### src/rtl/lfsr_rng_if.sv
// Valid/ready handshake carrying bounded random values from lfsr_rng to its consumer.
// The consumer also supplies the exclusive upper bound for the values it wants.
interface lfsr_rng_if #(
  parameter int OUT_W = 8
) ();
  logic [OUT_W-1:0] rnd;
  logic             rnd_valid;
  logic             rnd_ready;
  logic [OUT_W-1:0] range_in;

  modport master (
    output rnd,
    output rnd_valid,
    input  rnd_ready,
    input  range_in
  );

  modport slave (
    input  rnd,
    input  rnd_valid,
    output rnd_ready,
    output range_in
  );
endinterface

### src/rtl/lfsr_rng.sv
// Fibonacci LFSR random source with run-time seeding, lock-up recovery and
// bounded-range output using mask-and-reject sampling over a valid/ready handshake.
module lfsr_rng #(
  parameter int               WIDTH = 16,
  parameter logic [WIDTH-1:0] TAPS  = 16'hB400,
  parameter logic [WIDTH-1:0] SEED  = 16'hACE1,
  parameter int               OUT_W = 8
) (
  input  logic             clk,
  input  logic             rst_n,
  input  logic             en,
  input  logic             seed_load,
  input  logic [WIDTH-1:0] seed_in,
  output logic [WIDTH-1:0] state_out,
  output logic             lockup,
  lfsr_rng_if.master       rng
);

  typedef enum logic {
    S_FILL = 1'b0,
    S_HOLD = 1'b1
  } fsm_t;

  localparam logic [OUT_W-1:0] ONE = OUT_W'(1);

  fsm_t             r_fsm;
  logic [WIDTH-1:0] r_state;
  logic [OUT_W-1:0] r_rnd;
  logic             r_rnd_valid;
  logic             r_lockup;

  logic             w_fb;
  logic [WIDTH-1:0] w_next;
  logic [OUT_W-1:0] w_rm1;
  logic [OUT_W-1:0] w_smear;
  logic [OUT_W-1:0] w_mask;
  logic [OUT_W-1:0] w_cand;
  logic             w_accept;
  logic             w_xfer;
  logic             w_zero_state;

  assign w_fb         = ^(r_state & TAPS);
  assign w_next       = {r_state[WIDTH-2:0], w_fb};
  assign w_zero_state = (r_state == '0);

  // Smearing range-1 downward gives 2^ceil(log2(range))-1; range=1 yields mask 0.
  assign w_rm1 = rng.range_in - ONE;
  generate
    for (genvar gi = 0; gi < OUT_W; gi++) begin : g_smear
      assign w_smear[gi] = |w_rm1[OUT_W-1:gi];
    end
  endgenerate

  assign w_mask   = (rng.range_in == '0) ? '1 : w_smear;
  assign w_cand   = r_state[OUT_W-1:0] & w_mask;
  assign w_accept = (rng.range_in == '0) || (w_cand < rng.range_in);
  assign w_xfer   = r_rnd_valid & rng.rnd_ready;

  always_ff @(posedge clk or negedge rst_n) begin
    if (!rst_n) begin
      r_state     <= SEED;
      r_rnd       <= '0;
      r_rnd_valid <= 1'b0;
      r_lockup    <= 1'b0;
      r_fsm       <= S_FILL;
    end else if (seed_load) begin
      // A zero seed would lock the register up, so it is replaced by SEED.
      r_state     <= (seed_in == '0) ? SEED : seed_in;
      r_lockup    <= (seed_in == '0);
      r_rnd_valid <= 1'b0;
      r_fsm       <= S_FILL;
    end else begin
      r_lockup <= w_zero_state;
      if (w_zero_state) begin
        r_state <= SEED;
      end else if (en) begin
        r_state <= w_next;
      end

      case (r_fsm)
        S_FILL: begin
          if (en && w_accept) begin
            r_rnd       <= w_cand;
            r_rnd_valid <= 1'b1;
            r_fsm       <= S_HOLD;
          end
        end
        S_HOLD: begin
          if (w_xfer) begin
            if (en && w_accept) begin
              r_rnd <= w_cand;
            end else begin
              r_rnd_valid <= 1'b0;
              r_fsm       <= S_FILL;
            end
          end
        end
        default: begin
          r_rnd_valid <= 1'b0;
          r_fsm       <= S_FILL;
        end
      endcase
    end
  end

  assign rng.rnd       = r_rnd;
  assign rng.rnd_valid = r_rnd_valid;
  assign state_out     = r_state;
  assign lockup        = r_lockup;

endmodule

### src/flat_wrapper.sv
// flat-port wrapper written by rule: the top's interface ports become plain ports
module lfsr_rng_flat 
#(
  parameter int               WIDTH = 16,
  parameter logic [WIDTH-1:0] TAPS  = 16'hB400,
  parameter logic [WIDTH-1:0] SEED  = 16'hACE1,
  parameter int               OUT_W = 8
)
  (clk, rst_n, en, seed_load, seed_in, state_out, lockup, rng_rnd, rng_rnd_valid, rng_rnd_ready, rng_range_in);
  lfsr_rng_if #(.OUT_W(OUT_W)) rng_i ();
  input  logic clk;
  input  logic rst_n;
  input  logic en;
  input  logic seed_load;
  input  logic [WIDTH-1:0] seed_in;
  output logic [WIDTH-1:0] state_out;
  output logic lockup;
  output wire logic [$bits(rng_i.rnd)-1:0] rng_rnd;
  output wire logic [$bits(rng_i.rnd_valid)-1:0] rng_rnd_valid;
  input wire logic [$bits(rng_i.rnd_ready)-1:0] rng_rnd_ready;
  input wire logic [$bits(rng_i.range_in)-1:0] rng_range_in;
  assign rng_rnd = rng_i.rnd;
  assign rng_rnd_valid = rng_i.rnd_valid;
  assign rng_i.rnd_ready = rng_rnd_ready;
  assign rng_i.range_in = rng_range_in;
  lfsr_rng #(.WIDTH(WIDTH), .TAPS(TAPS), .SEED(SEED), .OUT_W(OUT_W)) u_core (.clk(clk), .rst_n(rst_n), .en(en), .seed_load(seed_load), .seed_in(seed_in), .state_out(state_out), .lockup(lockup), .rng(rng_i));
endmodule
### config.mk
export PLATFORM = sky130hd
export DESIGN_NAME = lfsr_rng_flat
export DESIGN_NICKNAME = d
export VERILOG_FILES = /design/src/rtl/lfsr_rng_if.sv /design/src/rtl/lfsr_rng.sv /design/src/flat_wrapper.sv
export SDC_FILE = /design/constraint.sdc
export NUM_CORES = 1
export LEC_CHECK = 0
export BUFFER_PORTS_ARGS = -buffer_cell sky130_fd_sc_hd__buf_2
export CORE_ASPECT_RATIO = 0.5
export CORE_MARGIN = 4
export CORE_UTILIZATION = 35
export CTS_BUF_LIST = sky130_fd_sc_hd__clkbuf_4
export DETAILED_ROUTE_END_ITERATION = 8
export PLACE_DENSITY = 0.63
export SLEW_MARGIN = 25
export SYNTH_ARGS = -nofsm -noshare
export SYNTH_HDL_FRONTEND = slang
export SYNTH_SLANG_ARGS = --single-unit
export TNS_END_PERCENT = 1
### constraint.sdc
create_clock -name clk -period 2.7 [get_ports clk]
set_input_delay 0.675 -clock clk [delete_from_list [all_inputs] [get_ports clk]]
set_output_delay 0.675 -clock clk [all_outputs]
set_load 0.01 [all_outputs]
==> results of run 1 <==
## placed cells by master, fill, tap and decap left out, types with 4 or more instances in the layout
| master | instances |
|---|---|
| nor4_1 | 7 |
| nand2_1 | 24 |
| dfstp_2 | 8 |
| dfrtp_1 | 19 |
| a21oi_1 | 17 |
| buf_2 | 54 |
| ha_1 | 9 |
| mux2_2 | 8 |
| nand3_1 | 8 |
| nor2_1 | 23 |
| buf_4 | 36 |
| inv_1 | 12 |
| clkbuf_4 | 4 |
| o21ai_0 | 19 |
## cell type report
type | count | share of cell area
clock buffers | 4 | 0.01233
multi-input cells | 160 | 0.4319
well taps | 66 | 0.03390
inverters | 12 | 0.01849
flip-flops and latches | 27 | 0.2815
repair buffers | 90 | 0.2219
## cell families (layout without fill, tap and decap cells)
| logic type | count (synthesis) | count (layout) | synth area share |
|---|---|---|---|
| AND/OR/NAND/NOR | 81 | 81 | 0.2202 |
| AO/OA/AOI/OAI | 57 | 57 | 0.2081 |
| flip-flops | 27 | 27 | 0.3931 |
| buffers and inverters | 16 | 106 | 0.03443 |
| adder cells (fa/ha/maj) | 10 | 10 | 0.07174 |
| multiplexers | 9 | 9 | 0.05739 |
| XOR/XNOR | 3 | 3 | 0.01507 |
## worst max-delay path by stage
| stage | start | to | slack, ns |
|---|---|---|---|
| 3_3_place_gp | rng_range_in[0] | u_core.rng.rnd[3] | -0.89 |
| 5_1_grt | rng_range_in[1] | u_core.rng.rnd[7] | -0.74 |
| 4_1_cts | rng_range_in[0] | u_core.rng.rnd[7] | -0.52 |
| 2_1_floorplan | rng_range_in[0] | u_core.rng.rnd[0] | -0.69 |
| 6_report | rng_range_in[0] | u_core.rng.rnd[7] | -0.57 |
| 3_5_place_dp | rng_range_in[1] | u_core.rng.rnd[7] | -0.96 |
## power by group through the flow
| stage | registers (uW) | clock network (uW) | logic, uW |
|---|---|---|---|
| floorplan | 589 | 0 | 179 |
| global placement | 557 | 0 | 420 |
| detailed placement | 560 | 0 | 429 |
| CTS | 552 | 200 | 439 |
| global route | 564 | 216 | 485 |
| finish | 552 | 192 | 440 |
## sequential cells by signal, indices dropped and copies added, names as in the netlist
signal                count
u_core.lockup             1
u_core.r_fsm              1
u_core.rng.rnd_valid      1
u_core.state_out         16
u_core.rng.rnd            8
## cells in the mapped netlist
cell / count / area share
a2111oi_4: 1 / 0.016
a211oi_1: 1 / 0.0043
a21boi_0: 4 / 0.017
a21oi_1: 18 / 0.052
a221oi_1: 1 / 0.0050
a22oi_1: 2 / 0.0086
a41o_1: 1 / 0.0057
a41oi_1: 1 / 0.0050
and2_1: 1 / 0.0036
buf_1: 1 / 0.0022
clkbuf_1: 3 / 0.0065
dfrtp_1: 19 / 0.27
dfstp_2: 8 / 0.12
ha_1: 10 / 0.072
inv_1: 12 / 0.026
mux2_2: 8 / 0.052
mux2i_1: 1 / 0.0057
nand2_1: 24 / 0.052
nand3_1: 8 / 0.023
nand3b_1: 2 / 0.0086
nand4_1: 3 / 0.011
nor2_1: 24 / 0.052
nor2b_1: 3 / 0.011
nor3_1: 4 / 0.011
nor4_1: 7 / 0.025
nor4b_1: 2 / 0.010
o211ai_1: 1 / 0.0043
o21a_1: 1 / 0.0043
o21ai_0: 20 / 0.057
o22ai_1: 1 / 0.0036
o311ai_0: 2 / 0.010
o31a_2: 1 / 0.0057
o31ai_1: 1 / 0.0043
o41ai_1: 1 / 0.0050
or2_2: 1 / 0.0036
or2b_1: 1 / 0.0043
or4b_1: 1 / 0.0057
xnor2_1: 3 / 0.015
## metal layers
layer,GRT usage,part of all wire
met1,0.2295,0.46
met2,0.2995,0.47
met3,0.02892,0.056
met4,0.03777,0.014
met5,0,0
## per-stage QoR
stage / TNS, ns / cell area [sq um] / power, uW / worst slack, ns
3_5_place_dp: -8.981 / 2365 / 989.4 / -0.9572
4_1_cts: -4.621 / 2421 / 1191 / -0.5233
5_1_grt: -6.744 / 2436 / 1265 / -0.7420
6_report: -5.108 / 2436 / 1184 / -0.5748
3_3_place_gp: -8.386 / 2365 / 977.9 / -0.8949
2_1_floorplan: -6.161 / 1757 / 767.6 / -0.6885
## timing repair
item	4_1_cts	5_1_grt
hold endpoints to repair	0	0
setup endpoints to repair	10	10
cloned	0	0
pin swaps	4	2
hold buffers	0	0
gates resized for setup	8	4
==> impl_metrics.yaml, run 1 <==
grt:
  grt_pass1_vias: 1871
  gr-total-overflow: 0
  grt_max_degree: 28
  grt_use_total: 0.1728
  grt_pass1_wl_microns: 8728
  grt_antenna_before_repair: 0
power_and_ir_drop:
  leakagePower_uw: 0.001145
  intPower_uw: 777.1
  max-vdd-ir-drop_uv: 193.4
  pwr-share-clk: 0.162
  power_frac_comb: 0.372
  netSwitchingPower_uw: 406.8
  p_per_area_mw_per_mm2: 486.0
  switching_share: 0.3436
  pwr-share-seq: 0.466
sta:
  rsz0062_at_grt: "true"
  final.setup.worst_slack_ns: -0.5748
  worst_slew_pin_slew_ns: 0.6573
  min_period_over_period: 1.213
  finalMaxSlewViolations: 0
  relSlewSlack: 0.5602
  fmax_mhz: 305.4
  finalCriticalPeriod_ns: 3.275
  hold_slack_ns: 0.3115
  hold_viol: 0
  fin_skew_ns: 0.01564
  finalSetupViolCount: 10
cells_and_area:
  synthToLayoutAreaGrowth_pct: 39.67
  finalNonFillerCells: 359
  fin_nets: 333
  fill_cells: 459
  register_area_sq_um: 685.7
  multiInputGateArea_sq_mm: 0.001052
  diodes: 0
  drive_gt1_frac: 0.4232
  final_core_util: 0.5302
floorplan:
  design.core.area_sq_mm: 0.004594
  die_y_microns: 57.92
  die_w_microns: 107.8
  num_rows: 17
  die-area_sq_mm: 0.006245
  io_pins: 55
  initial_utilization: 0.3796
synthesis:
  synthCells: 203
  netlist_area_sq_mm: 0.001744
  seq_area_frac_synth: 0.3931
  synth.avg_cell_area_sq_um: 8.592
  synth-seq-cells: 27
  synthDistinctLibCells: 38
  yosysWarnings: 0
  synthesis.nets: 242
clocking:
  cts_buffers: 3
  root_buffer: "clkbuf_4"
  cts_setup_buffers: 0
  clock_path_buffers: 2
  clock_latency_ns: 0.34
  cts_max_level: 1
  clkTransAtPathRegs_ns: 0.15
  cts_sinks: 27
  cts_tree: "yes"
critical_path:
  rrSetupSlack_ns: -0.08
  crit_type: "input pin to register"
  crit_fanout: 6
  slowest_stage: "mux2_2"
  cp_common_cell: "buf_4"
  r2r-start: "u_core.state_out[6]"
  crit_path_end_kind: "register"
  cp.buffers_inverters: 4
  r2r-end: "u_core.rng.rnd[7]"
  slowest_delay_ns: 0.33
  path_cells: "buf_2 > inv_1 > ha_2 > buf_4 > nor2b_1 > nand3_1 > o311ai_0 > a21oi_1 > ha_1 > o21ai_0 > nor2_1 > o31ai_1 > nand2_1 > a2111oi_4 > buf_4 > mux2_2"
  rr_worst_depth: 10
  worstPathRequired_ns: 2.93
  crit_family: "compound AO/OA/AOI/OAI gates"
  critPathLaunchType: "input pin"
  cp.arrival_ns: 3.51
  cp_num_cells: 16
placement:
  gp_congestion: 0.8865
  place_inst: 355
  hpwl_microns: 4119
  port_buffers: 54
status:
  outcome: "complete, but fails checks"
  violations: "negative setup slack"
route:
  vias: 1867
  wl_microns: 5221
  first_iter_violations: 37
  ant_nets: 0
  via_per_inst: 5.201
  first_pass_iters: 4
  drc: 0
  wl_per_cell_microns: 14.54
worst_hold_path:
  hp-class: "input pin to asynchronous set/reset pin"
flow_run:
  drv_cap: 0
No activity file was read; power rests on OpenSTA's default activity.
==> run 2, diff against run 1 <==
--- a/config.mk
+++ b/config.mk
@@ -7,7 +7,7 @@
 export LEC_CHECK = 0
 export BUFFER_PORTS_ARGS = -buffer_cell sky130_fd_sc_hd__buf_2
 export CORE_ASPECT_RATIO = 0.5
-export CORE_MARGIN = 4
+export CORE_MARGIN = 3
 export CORE_UTILIZATION = 35
 export CTS_BUF_LIST = sky130_fd_sc_hd__clkbuf_4
 export DETAILED_ROUTE_END_ITERATION = 8
==> run 2 against run 1 <==
Effect of this change: the flow still finishes with violations (negative setup slack); critical path depth decreased by 1; combinational power increased by 2%; flip-flop and latch count unchanged; core utilization increased by 0.68 points; global-route usage increased by 0.36 points; clock skew decreased by 0.014 ns.
==> impl_metrics.yaml, run 2 (synthesized netlist as in run 1, its figures left out) <==
clocking:
  clock_path_buffers: 2
  cts_hold_buf: 0
  cts_max_level: 1
  cts_buffers: 3
  clock_latency_ns: 0.32
  root_buffer: "clkbuf_4"
  cts_tree: "yes"
  clkTransAtPathRegs_ns: 0.14
  cts_sinks: 27
sta:
  finalMaxSlewViolations: 0
  fmax_mhz: 301.3
  rsz0062_at_grt: "true"
  min_period_over_period: 1.229
  finalSetupViolCount: 10
  worst_slew_pin_slew_ns: 0.6539
  hold_slack_ns: 0.3248
  fin_skew_ns: 0.001575
  finalCriticalPeriod_ns: 3.319
  relSlewSlack: 0.5624
  final.setup.worst_slack_ns: -0.6187
  hold_viol: 0
status:
  violations: "negative setup slack"
  outcome: "complete, but fails checks"
power_and_ir_drop:
  intPower_uw: 770.7
  max-vdd-ir-drop_uv: 210.5
  pwr-share-seq: 0.471
  power_frac_comb: 0.380
  pwr-share-clk: 0.149
  p_per_area_mw_per_mm2: 476.2
  netSwitchingPower_uw: 404.4
  leakagePower_uw: 0.001153
  switching_share: 0.3441
route:
  vias: 1857
  via_per_inst: 5.173
  drc: 0
  ant_nets: 0
  first_iter_violations: 76
  wl_per_cell_microns: 14.27
  first_pass_iters: 5
  wl_microns: 5124
placement:
  gp_congestion: 0.8433
  hpwl_microns: 4007
  port_buffers: 54
critical_path:
  cp.arrival_ns: 3.55
  crit_fanout: 8
  rrSetupSlack_ns: 0
  crit_type: "input pin to register"
  crit_path_end_kind: "register"
  r2r-end: "u_core.rng.rnd[1]"
  worstPathRequired_ns: 2.93
  rr_worst_depth: 10
  critPathLaunchType: "input pin"
  r2r-start: "u_core.state_out[6]"
floorplan:
  initial_utilization: 0.3796
  die_w_microns: 105.8
  design.core.area_sq_mm: 0.004594
  die-area_sq_mm: 0.005918
  die_y_microns: 55.92
  io_pins: 55
  num_rows: 17
grt:
  grt_max_degree: 28
  grt_antenna_before_repair: 0
  gr-total-overflow: 0
  grt_pass1_wl_microns: 8659
  grt_use_total: 0.1764
  grt_pass1_vias: 1859
cells_and_area:
  diodes: 0
  final_common_cell: "buf_2"
  drive_gt1_frac: 0.4403
  synthToLayoutAreaGrowth_pct: 41.46
  largest_reg_flops: 16
  final_core_util: 0.5370
  fin_nets: 333
  layout_common_cells: "54 x buf_2, 35 x buf_4, 24 x nand2_1, 23 x nor2_1, 19 x dfrtp_1"
flow_run:
  drv_cap: 0
worst_hold_path:
  hp-class: "input pin to asynchronous set/reset pin"
[run 2: per-layer routing]
| layer | routed length [microns] | vias to the layer above | track usage |
|---|---|---|---|
| met5 | 0 | - | 0 |
| met4 | 21 | 0 | 0.02952 |
| met1 | 2450 | 883 | 0.2448 |
| met2 | 2443 | 50 | 0.2944 |
| li1 | - | 922 | - |
| met3 | 208 | 2 | 0.03013 |
[run 2: power by group through the flow]
| stage | clock (uW) | combinational (uW) | sequential, uW |
|---|---|---|---|
| floorplan | 0 | 179 | 589 |
| global route | 202 | 494 | 565 |
| CTS | 184 | 432 | 552 |
| finish | 175 | 447 | 554 |
| global placement | 0 | 415 | 558 |
| detailed placement | 0 | 423 | 560 |
[run 2: worst max path at each step]
stage / slack, ns / endpoint / from / cells past startpoint
floorplan: -0.69 / u_core.rng.rnd[0] / rng_range_in[0] / 12
global placement: -0.93 / u_core.rng.rnd[0] / rng_range_in[1] / 15
detailed placement: -1.04 / u_core.rng.rnd[1] / rng_range_in[1] / 15
CTS: -0.51 / u_core.rng.rnd[1] / rng_range_in[1] / 15
global route: -0.74 / u_core.rng.rnd[4] / rng_range_in[1] / 16
finish: -0.62 / u_core.rng.rnd[1] / rng_range_in[0] / 15
[run 2: cell type report]
| type | instances | area, sq um |
|---|---|---|
| multi-input combinational | 160 | 1082 |
| sequential | 27 | 685.7 |
| fill | 462 | 2127 |
| clock buffer | 3 | 22.52 |
| clock inverter | 1 | 5.005 |
| inverter | 12 | 45.04 |
| timing repair buffer | 90 | 544.3 |
| tap | 66 | 82.58 |
[run 2: worst max-delay path, stage by stage]
cell       delay (ns)
buf_2            0.13
or4b_4           0.53
o21ai_2          0.08
a22oi_2          0.10
nor2_2           0.18
buf_4            0.14
a21boi_2         0.06
ha_1             0.32
a21oi_2          0.12
nor2_1           0.05
o31ai_1          0.27
nand2_1          0.14
a2111oi_4        0.22
buf_6            0.19
mux2_2           0.34
[run 2: repair_timing]
| action | 4_1_cts | 5_1_grt |
|---|---|---|
| setup buffers | 0 | 1 |
| gates resized for setup | 9 | 12 |
| setup endpoints to repair | 10 | 10 |
| pin swaps | 3 | 4 |
[run 2: stage by stage]
| stage | power [uW] | setup TNS (ns) | instances | area, sq um | setup WS (ns) |
|---|---|---|---|---|---|
| 3_5_place_dp | 983.5 | -9.753 | 354 | 2357 | -1.036 |
| 3_3_place_gp | 973.8 | -8.778 | 354 | 2357 | -0.9315 |
| 4_1_cts | 1169 | -4.585 | 358 | 2409 | -0.5130 |
| 2_1_floorplan | 767.6 | -6.161 | 203 | 1757 | -0.6885 |
| 6_report | 1175 | -5.592 | 359 | 2467 | -0.6187 |
| 5_1_grt | 1261 | -6.753 | 359 | 2467 | -0.7377 |
==> run 3, diff against run 2 <==
--- a/config.mk
+++ b/config.mk
@@ -11,7 +11,8 @@
 export CORE_UTILIZATION = 35
 export CTS_BUF_LIST = sky130_fd_sc_hd__clkbuf_4
 export DETAILED_ROUTE_END_ITERATION = 8
-export PLACE_DENSITY = 0.63
+export PLACE_DENSITY = 0.6
+export RECOVER_POWER = 100
 export SLEW_MARGIN = 25
 export SYNTH_ARGS = -nofsm -noshare
 export SYNTH_HDL_FRONTEND = slang
==> constraint.sdc (replaced) <==
create_clock -name clk -period 3.75 [get_ports clk]
set_input_delay 0.9375 -clock clk [delete_from_list [all_inputs] [get_ports clk]]
set_output_delay 0.9375 -clock clk [all_outputs]
set_load 0.01 [all_outputs]
==> run 3 against run 2 <==
Effect of this change: the flow now finishes without violations; cell area fell by 3.4%; clock power fell by 26%; setup slack improved by 0.74 ns; die area did not move; first-iteration DRC count fell by 20%; critical path depth fell by 1; power fell by 30%; sequential share of layout area rose by 0.98 points; flip-flop and latch count did not move; routed wire length rose by 2.1%; via count rose by 0.11%; critical path type unchanged; largest power group unchanged.
==> impl_metrics.yaml, run 3 (synthesized netlist as in run 1, its figures left out) <==
cells_and_area:
  synthToLayoutAreaGrowth_pct: 36.66
  drive_gt1_frac: 0.3264
  final_core_util: 0.5188
  diodes: 0
  final_common_cell: "buf_2"
  fin_nets: 328
  layout_common_cells: "35 x buf_2, 31 x buf_4, 24 x nand2_1, 22 x nor2_1"
  finalNonFillerCells: 354
  largest_reg_flops: 16
clocking:
  cts_buffers: 3
  cts_tree: "yes"
  cts_sinks: 27
  root_buffer: "clkbuf_4"
  cts_hold_buf: 0
  cts_max_level: 1
  clkTransAtPathRegs_ns: 0.15
  clock_latency_ns: 0.33
  clock_path_buffers: 2
placement:
  hpwl_microns: 4039
  place_inst: 346
  gp_congestion: 0.8090
  port_buffers: 54
critical_path:
  cp.arrival_ns: 3.86
  slowest_delay_ns: 0.52
  cp.buffers_inverters: 2
  crit_family: "compound AO/OA/AOI/OAI gates"
  worstPathRequired_ns: 3.99
  crit_type: "input pin to register"
  slowest_stage: "or4b_1"
  crit_fanout: 5
  crit_path_end_kind: "register"
  path_cells: "buf_2 > or4b_1 > o21ai_1 > a22oi_2 > nor2_4 > nor2b_2 > ha_1 > a211oi_2 > nor2_1 > o31ai_1 > nand2_1 > a2111oi_4 > buf_4 > mux2_2"
  critPathLaunchType: "input pin"
sta:
  rsz0062_at_grt: "true"
  hold_slack_ns: 0.5282
  fin_skew_ns: 0.003654
  fmax_mhz: 275.8
  finalMaxSlewViolations: 0
  min_period_over_period: 0.9668
  finalCriticalPeriod_ns: 3.625
  worst_slew_pin_slew_ns: 1.439
  finalSetupViolCount: 0
  relSlewSlack: 0.04067
  hold_viol: 0
route:
  wl_per_cell_microns: 14.78
  vias: 1859
  ant_nets: 0
  via_per_inst: 5.251
  first_iter_violations: 61
  drc: 0
  wl_microns: 5233
  first_pass_iters: 4
grt:
  grt_pass1_wl_microns: 8300
  grt_use_total: 0.1719
  grt_pass1_vias: 1743
  gr-total-overflow: 0
  grt_antenna_before_repair: 0
  grt_max_degree: 28
power_and_ir_drop:
  switching_share: 0.3566
  netSwitchingPower_uw: 293.7
  max-vdd-ir-drop_uv: 140.8
  p_per_area_mw_per_mm2: 345.6
  leakagePower_uw: 0.001057
  power_frac_comb: 0.355
  pwr-share-clk: 0.157
  pwr-share-seq: 0.488
  total_power_uw: 823.7
  intPower_uw: 530.0
floorplan:
  design.core.area_sq_mm: 0.004594
  num_rows: 17
  die_y_microns: 55.92
  die_w_microns: 105.8
  die-area_sq_mm: 0.005918
  io_pins: 55
  initial_utilization: 0.3796
status:
  outcome: "finished clean"
worst_hold_path:
  hp-class: "register to register"
flow_run:
  drv_cap: 0
run 3: per-stage QoR:
stage | TNS, ns | setup WS (ns) | instance area [sq um]
finish | 0 | 0.1247 | 2384
floorplan | 0 | 0.01142 | 1744
global route | -0.3069 | -0.04956 | 2384
CTS | 0 | 0.01653 | 2312
global placement | -2.078 | -0.2644 | 2285
detailed placement | -2.681 | -0.3371 | 2285
run 3: layout make-up:
type / instances / area (sq um)
inverters: 12 / 45.04
repair buffers: 85 / 479.2
multi-input cells: 160 / 1064
clock buffers: 3 / 22.52
flip-flops and latches: 27 / 685.7
fillers: 480 / 2211
well taps: 66 / 82.58
clock inverters: 1 / 5.005
run 3: path summary, 6_finish.rpt:
path	from	endpoint	slack, ns	cells after the start
max in group asynchronous	rst_n	u_core.state_out[1]	2.00	1
min	u_core.rng.rnd[0]	u_core.rng.rnd[0]	0.53	1
max reg2reg	u_core.state_out[7]	u_core.rng.rnd[6]	0.83	10
min in group asynchronous	rst_n	u_core.rng.rnd[7]	0.91	1
min reg2reg	u_core.rng.rnd[0]	u_core.rng.rnd[0]	0.53	1
max	rng_range_in[6]	u_core.rng.rnd[6]	0.12	14
run 3: repair_timing:
item	CTS	global route
setup buffers	0	4
gates resized for setup	0	20
setup endpoints to repair	0	8
run 3: worst register-to-register path, stage by stage, from the launching register on:
cell	delay, ns
dfstp_1	0.71
nand3_1	0.12
o21ai_0	0.25
ha_1	0.30
nand4_1	0.12
nor2_1	0.06
o31ai_1	0.23
nand2_1	0.14
a2111oi_4	0.37
buf_4	0.20
mux2_2	0.33
run 3: per-layer routing:
metal  up-vias  global-route usage  wire length [microns]
li1        909                   -                      -
met1       892              0.2287                   2415
met2        48              0.2853                   2485
met3        10             0.04171                    256
met4         0             0.03690                     76
met5         -                   0                      0
run 3: power groups by stage:
stage	clock (uW)	combinational [uW]	sequential (uW)
CTS	134	293	404
finish	129	293	402
floorplan	0	128	424
global route	148	325	411
global placement	0	286	407
detailed placement	0	292	409
